File: src/rtl/mult_sequencer.sv
// Operand sequencer and result buffer for the 8-bit shift-add multiply block.
// One multiplication in flight; result held until the downstream handshake.
module mult_sequencer #(
  parameter int unsigned TIMEOUT = 10
) (
  input  logic        clk,
  input  logic        reset,
  input  logic        in_valid,
  output logic        in_ready,
  input  logic [7:0]  in_a,
  input  logic [7:0]  in_b,
  output logic [7:0]  mul_ain,
  output logic [7:0]  mul_bin,
  output logic        mul_reset,
  input  logic [15:0] mul_prod,
  input  logic        mul_ready,
  output logic        out_valid,
  input  logic        out_ready,
  output logic [15:0] out_prod,
  output logic [3:0]  out_cycles,
  output logic        out_err
);

  typedef enum logic [1:0] {
    IDLE = 2'd0,
    LOAD = 2'd1,
    RUN  = 2'd2,
    DONE = 2'd3
  } state_t;

  localparam logic [3:0] TMO = 4'(TIMEOUT);

  state_t      state_q, state_d;
  logic [3:0]  cnt_q, cnt_d;
  logic [7:0]  ain_d, bin_d;
  logic        mrst_d;
  logic        ov_d;
  logic [15:0] prod_d;
  logic [3:0]  cyc_d;
  logic        err_d;

  // Accept only in IDLE and never while reset is asserted.
  assign in_ready = (state_q == IDLE) && reset;

  // State, counter and all registered outputs.
  always_ff @(posedge clk or negedge reset) begin
    if (!reset) begin
      state_q    <= IDLE;
      cnt_q      <= '0;
      mul_ain    <= '0;
      mul_bin    <= '0;
      mul_reset  <= 1'b1;
      out_valid  <= 1'b0;
      out_prod   <= '0;
      out_cycles <= '0;
      out_err    <= 1'b0;
    end else begin
      state_q    <= state_d;
      cnt_q      <= cnt_d;
      mul_ain    <= ain_d;
      mul_bin    <= bin_d;
      mul_reset  <= mrst_d;
      out_valid  <= ov_d;
      out_prod   <= prod_d;
      out_cycles <= cyc_d;
      out_err    <= err_d;
    end
  end

  // Next-state and next-output decode; everything holds by default.
  always_comb begin
    state_d = state_q;
    cnt_d   = cnt_q;
    ain_d   = mul_ain;
    bin_d   = mul_bin;
    mrst_d  = mul_reset;
    ov_d    = out_valid;
    prod_d  = out_prod;
    cyc_d   = out_cycles;
    err_d   = out_err;
    unique case (state_q)
      IDLE: begin
        mrst_d = 1'b0;
        if (in_valid && in_ready) begin
          ain_d   = in_a;
          bin_d   = in_b;
          mrst_d  = 1'b1;
          state_d = LOAD;
        end
      end
      LOAD: begin
        // mul_ready still reflects the old B here
        mrst_d  = 1'b0;
        cnt_d   = 4'd1;
        state_d = RUN;
      end
      RUN: begin
        if (mul_ready) begin
          prod_d  = mul_prod;
          cyc_d   = cnt_q;
          err_d   = 1'b0;
          ov_d    = 1'b1;
          state_d = DONE;
        end else if (cnt_q == TMO) begin
          prod_d  = '0;
          cyc_d   = TMO;
          err_d   = 1'b1;
          ov_d    = 1'b1;
          state_d = DONE;
        end else begin
          cnt_d = cnt_q + 4'd1;
        end
      end
      DONE: begin
        if (out_valid && out_ready) begin
          ov_d    = 1'b0;
          state_d = IDLE;
        end
      end
      default: state_d = IDLE;
    endcase
  end

endmodule

File: config.mk
export PLATFORM = sky130hd
export DESIGN_NAME = mult_sequencer
export DESIGN_NICKNAME = d
export VERILOG_FILES = /design/src/rtl/mult_sequencer.sv
export SDC_FILE = /design/constraint.sdc
export NUM_CORES = 1
export LEC_CHECK = 0
export CAP_MARGIN = 5
export CORE_ASPECT_RATIO = 2
export CORE_MARGIN = 2
export CORE_UTILIZATION = 43
export CTS_CLUSTER_SIZE = 24
export DETAILED_ROUTE_END_ITERATION = 8
export PLACE_DENSITY_LB_ADDON = 0.15
export RECOVER_POWER = 25
export SLEW_MARGIN = 5
export SYNTH_ARGS = -nofsm -noshare
export SYNTH_HDL_FRONTEND = slang
export SYNTH_SLANG_ARGS = --single-unit
File: constraint.sdc
create_clock -name clk -period 2.35 [get_ports clk]
set_input_delay 0.235 -clock clk [delete_from_list [all_inputs] [get_ports clk]]
set_output_delay 0.235 -clock clk [all_outputs]
set_load 0.02 [all_outputs]
==> flow_metrics.tcl <==
set metrics [dict create \
    yosys_warnings 0 \
    drt_iter0_drc 9 \
    synth_fa_ha_area_share_pct 3.88 \
    io_buffers 76 \
    cp-start-kind "flip-flop" \
    power_density_nw_per_um2 1410 \
    final_util_pct 65.5 \
    cts_root_buffer "clkbuf_8" \
    fin_nets 258 \
    antenna_found_initial 0 \
    register_area_um2 1130 \
    place_ws_ns 0.548 \
    min_period_over_period_pct 89.1 \
    dieWidth_um 51.5 \
    setup_slack_ns 0.257 \
    synth.net_count 178 \
    synth_mux_area_share_pct 13.2 \
    synth_area_leaders "dfrtp_1 57%, a22o_1 8.6%, mux2_4 7.0%" \
    multiInputGateArea_um2 724 \
    rows 34 \
    synthCells 135 \
    drt_pass1_iterations 4 \
    grt_pass1_vias 1600 \
    postCtsSetupBuffers 0 \
    skew_ns 0.00609 \
    numCtsBuffers 5 \
    initial_core_util_pct 44.6 \
    grt_pass1_wl_um 7630 \
    vias 1407 \
    regToRegStartpoint "state_q[0]$_DFFE_PN0P_" \
    die_h_um 98.9 \
    cts_resized 0 \
    synthSimpleGateAreaFrac_pct 7.24 \
    vdd_ir_drop_max_mv 0.821 \
    synth.distinct_cells 31 \
    routed_wl_um 4710 \
    status "finished, final reports clean" \
    yosysTopAreaCellShare_pct 56.8 \
    drc 0 \
    path_clk_slew_ns 0.09 \
    clock_latency_ns 0.29 \
    ant_nets 0 \
    grt-ovfl-total 0 \
    cts_tree "done" \
    place.gp.congestion 0.785 \
    path_max_fanout 4 \
    fin_tns_setup_ns 0 \
    diodes 0 \
    hold_slack_ns 0.408 \
    htreeDepth 2 \
    io_pins 77 \
    p_leak_nw 1.33 \
    worstPathCellList "inv_1 > ha_1 > and2_4 > clkdlybuf4s50_1" \
    hold_violations 0 \
    critPathLaunch "state_q[0]$_DFFE_PN0P_" \
    syn_to_final_growth_pct 46.8 \
    stdcell_count 270 \
    synth_xor_area_share_pct 0.452 \
    die-area_um2 5090 \
    required_ns 2.12 \
    clockBufferDepth 2 \
    postCtsHoldBufs 0 \
    yosysTopAreaCell "dfrtp_1" \
    setup_viol 0 \
    placedInstanceArea_um2 2730 \
    dpl.cell_count 262 \
    avgSynthCellArea_um2 14.3 \
    min_path_type "input pin to asynchronous set/reset pin" \
    slew_headroom_pct 26.9 \
    clkSinkCount 45 \
    synth_top_family_by_area "multiplexers" \
    fin_area_um2 2840 \
    nFillCells 344 \
    cp_top_family "buffers and inverters" \
    drv_slew 0 \
    min_period_ns 2.09 \
    cp.arrival_ns 1.86 \
    grt_max_degree 46 \
    viasPerCell 5.21 \
    dp_hpwl_um 3560 \
    critPathSlowestCell "clkdlybuf4s50_1" \
    critPathMaxStageDelay_ns 0.60 \
    yosysSeqAreaShare_pct 58.2 \
    end_kind "output port" \
    ys_ff_latch 45 \
    max_freq_mhz 478 \
    maxCapViolations 0 \
    coreArea_um2 4340 \
    drt-wirelength-per-cell_um 17.4 \
    rsz0062_at_grt "false" \
    power_mw 4.00 \
    crit_buf_inv 2 \
    syn_area_um2 1940 \
    drive_gt1_share_pct 16.2 \
    synth_compound_area_share_pct 12.6 \
    grt_use_total_pct 19.9 \
    worst_slew_pin_slew_ns 1.10 \
    critPathKind "flip-flop to output port" \
]
layout make-up:
cell class	count	share of cell area [%]
timing repair buffer	79	27.2
inverter	8	1.06
tap	54	2.38
clock buffer	6	2.90
multi-input combinational	76	25.5
clock inverter	2	1.32
sequential	45	39.6
report_power, final:
part	switching, mW	internal, mW	total (mW)
sequential	0.253	1.15	1.40
combinational	0.923	1.07	1.99
clock	0.259	0.346	0.604
total	1.43	2.56	4.00
registers in the layout (all words and copies together) (netlist names):
register	cells
out_prod	16
mul_ain	8
mul_bin	8
cnt_q	4
out_cycles	4
state_q	2
mul_reset	1
out_err	1
out_valid	1
cells by family (layout without fill, tap and decap cells):
logic type / count (synthesis) / in the layout
simple gates: 20 / 20
buf+inv: 14 / 95
compound gates: 29 / 29
flops: 45 / 45
mux: 20 / 20
xor+xnor: 1 / 1
fa+ha+maj: 6 / 6
cell usage in the layout, fill, tap and decap left out, drive strengths merged, types with 2 or more instances in the layout:
| cell | instances |
|---|---|
| inv | 8 |
| nand2b | 2 |
| ha | 6 |
| nand3 | 3 |
| clkdlybuf4s50 | 75 |
| a21oi | 3 |
| and2 | 2 |
| buf | 2 |
| nor2 | 2 |
| mux2 | 18 |
| nand2 | 6 |
| dfrtp | 44 |
| mux2i | 2 |
| clkbuf | 8 |
| a22o | 19 |
| and3b | 2 |
| o21ai | 2 |
synth_stat cells, drive strengths merged:
cell and count:
nand3 3, o21ai 2, nand2 6, and2 2
dfrtp 44, mux2 18, o32a 1, a221oi 1
ha 6, a22oi 1, nand2b 2, a21oi 3
a21boi 1, nor2b 1, buf 6, nand4b 1
nor2 2, dfstp 1, and3b 2, nand3b 1
xnor2 1, mux2i 2, o211ai 1, a22o 19
inv 8
path summary, 6_finish.rpt:
check / end / slack (ns) / cells after the start
worst max-delay path: in_ready / 0.26 / 4
worst min-delay path: out_prod[14]$_DFFE_PN0P_ / 0.41 / 2
worst max register to register: state_q[1]$_DFFE_PN0P_ / 0.55 / 5
worst min register to register: mul_reset$_DFFE_PN1P_ / 0.50 / 2
max in group asynchronous: out_prod[15]$_DFFE_PN0P_ / 1.28 / 2
min in group clk: state_q[0]$_DFFE_PN0P_ / 0.47 / 4
per-layer routing:
| metal | share of wire [%] | GRT usage (%) | vias to the layer above | wire length, um |
|---|---|---|---|---|
| met2 | 57 | 36.8 | 51 | 2670 |
| li1 | - | - | 639 | - |
| met5 | 0 | 0 | - | 0 |
| met3 | 4.6 | 4.39 | 8 | 218 |
| met1 | 37 | 21.0 | 709 | 1730 |
| met4 | 1.9 | 7.29 | 0 | 88 |
worst reg2reg max path: stages, from the launching register on:
cell,delay [ns]
dfrtp_1,0.41
inv_1,0.08
ha_1,0.33
nor2b_4,0.20
a221oi_2,0.31
mux2_1,0.35
Power figures use the tool's default switching activity.
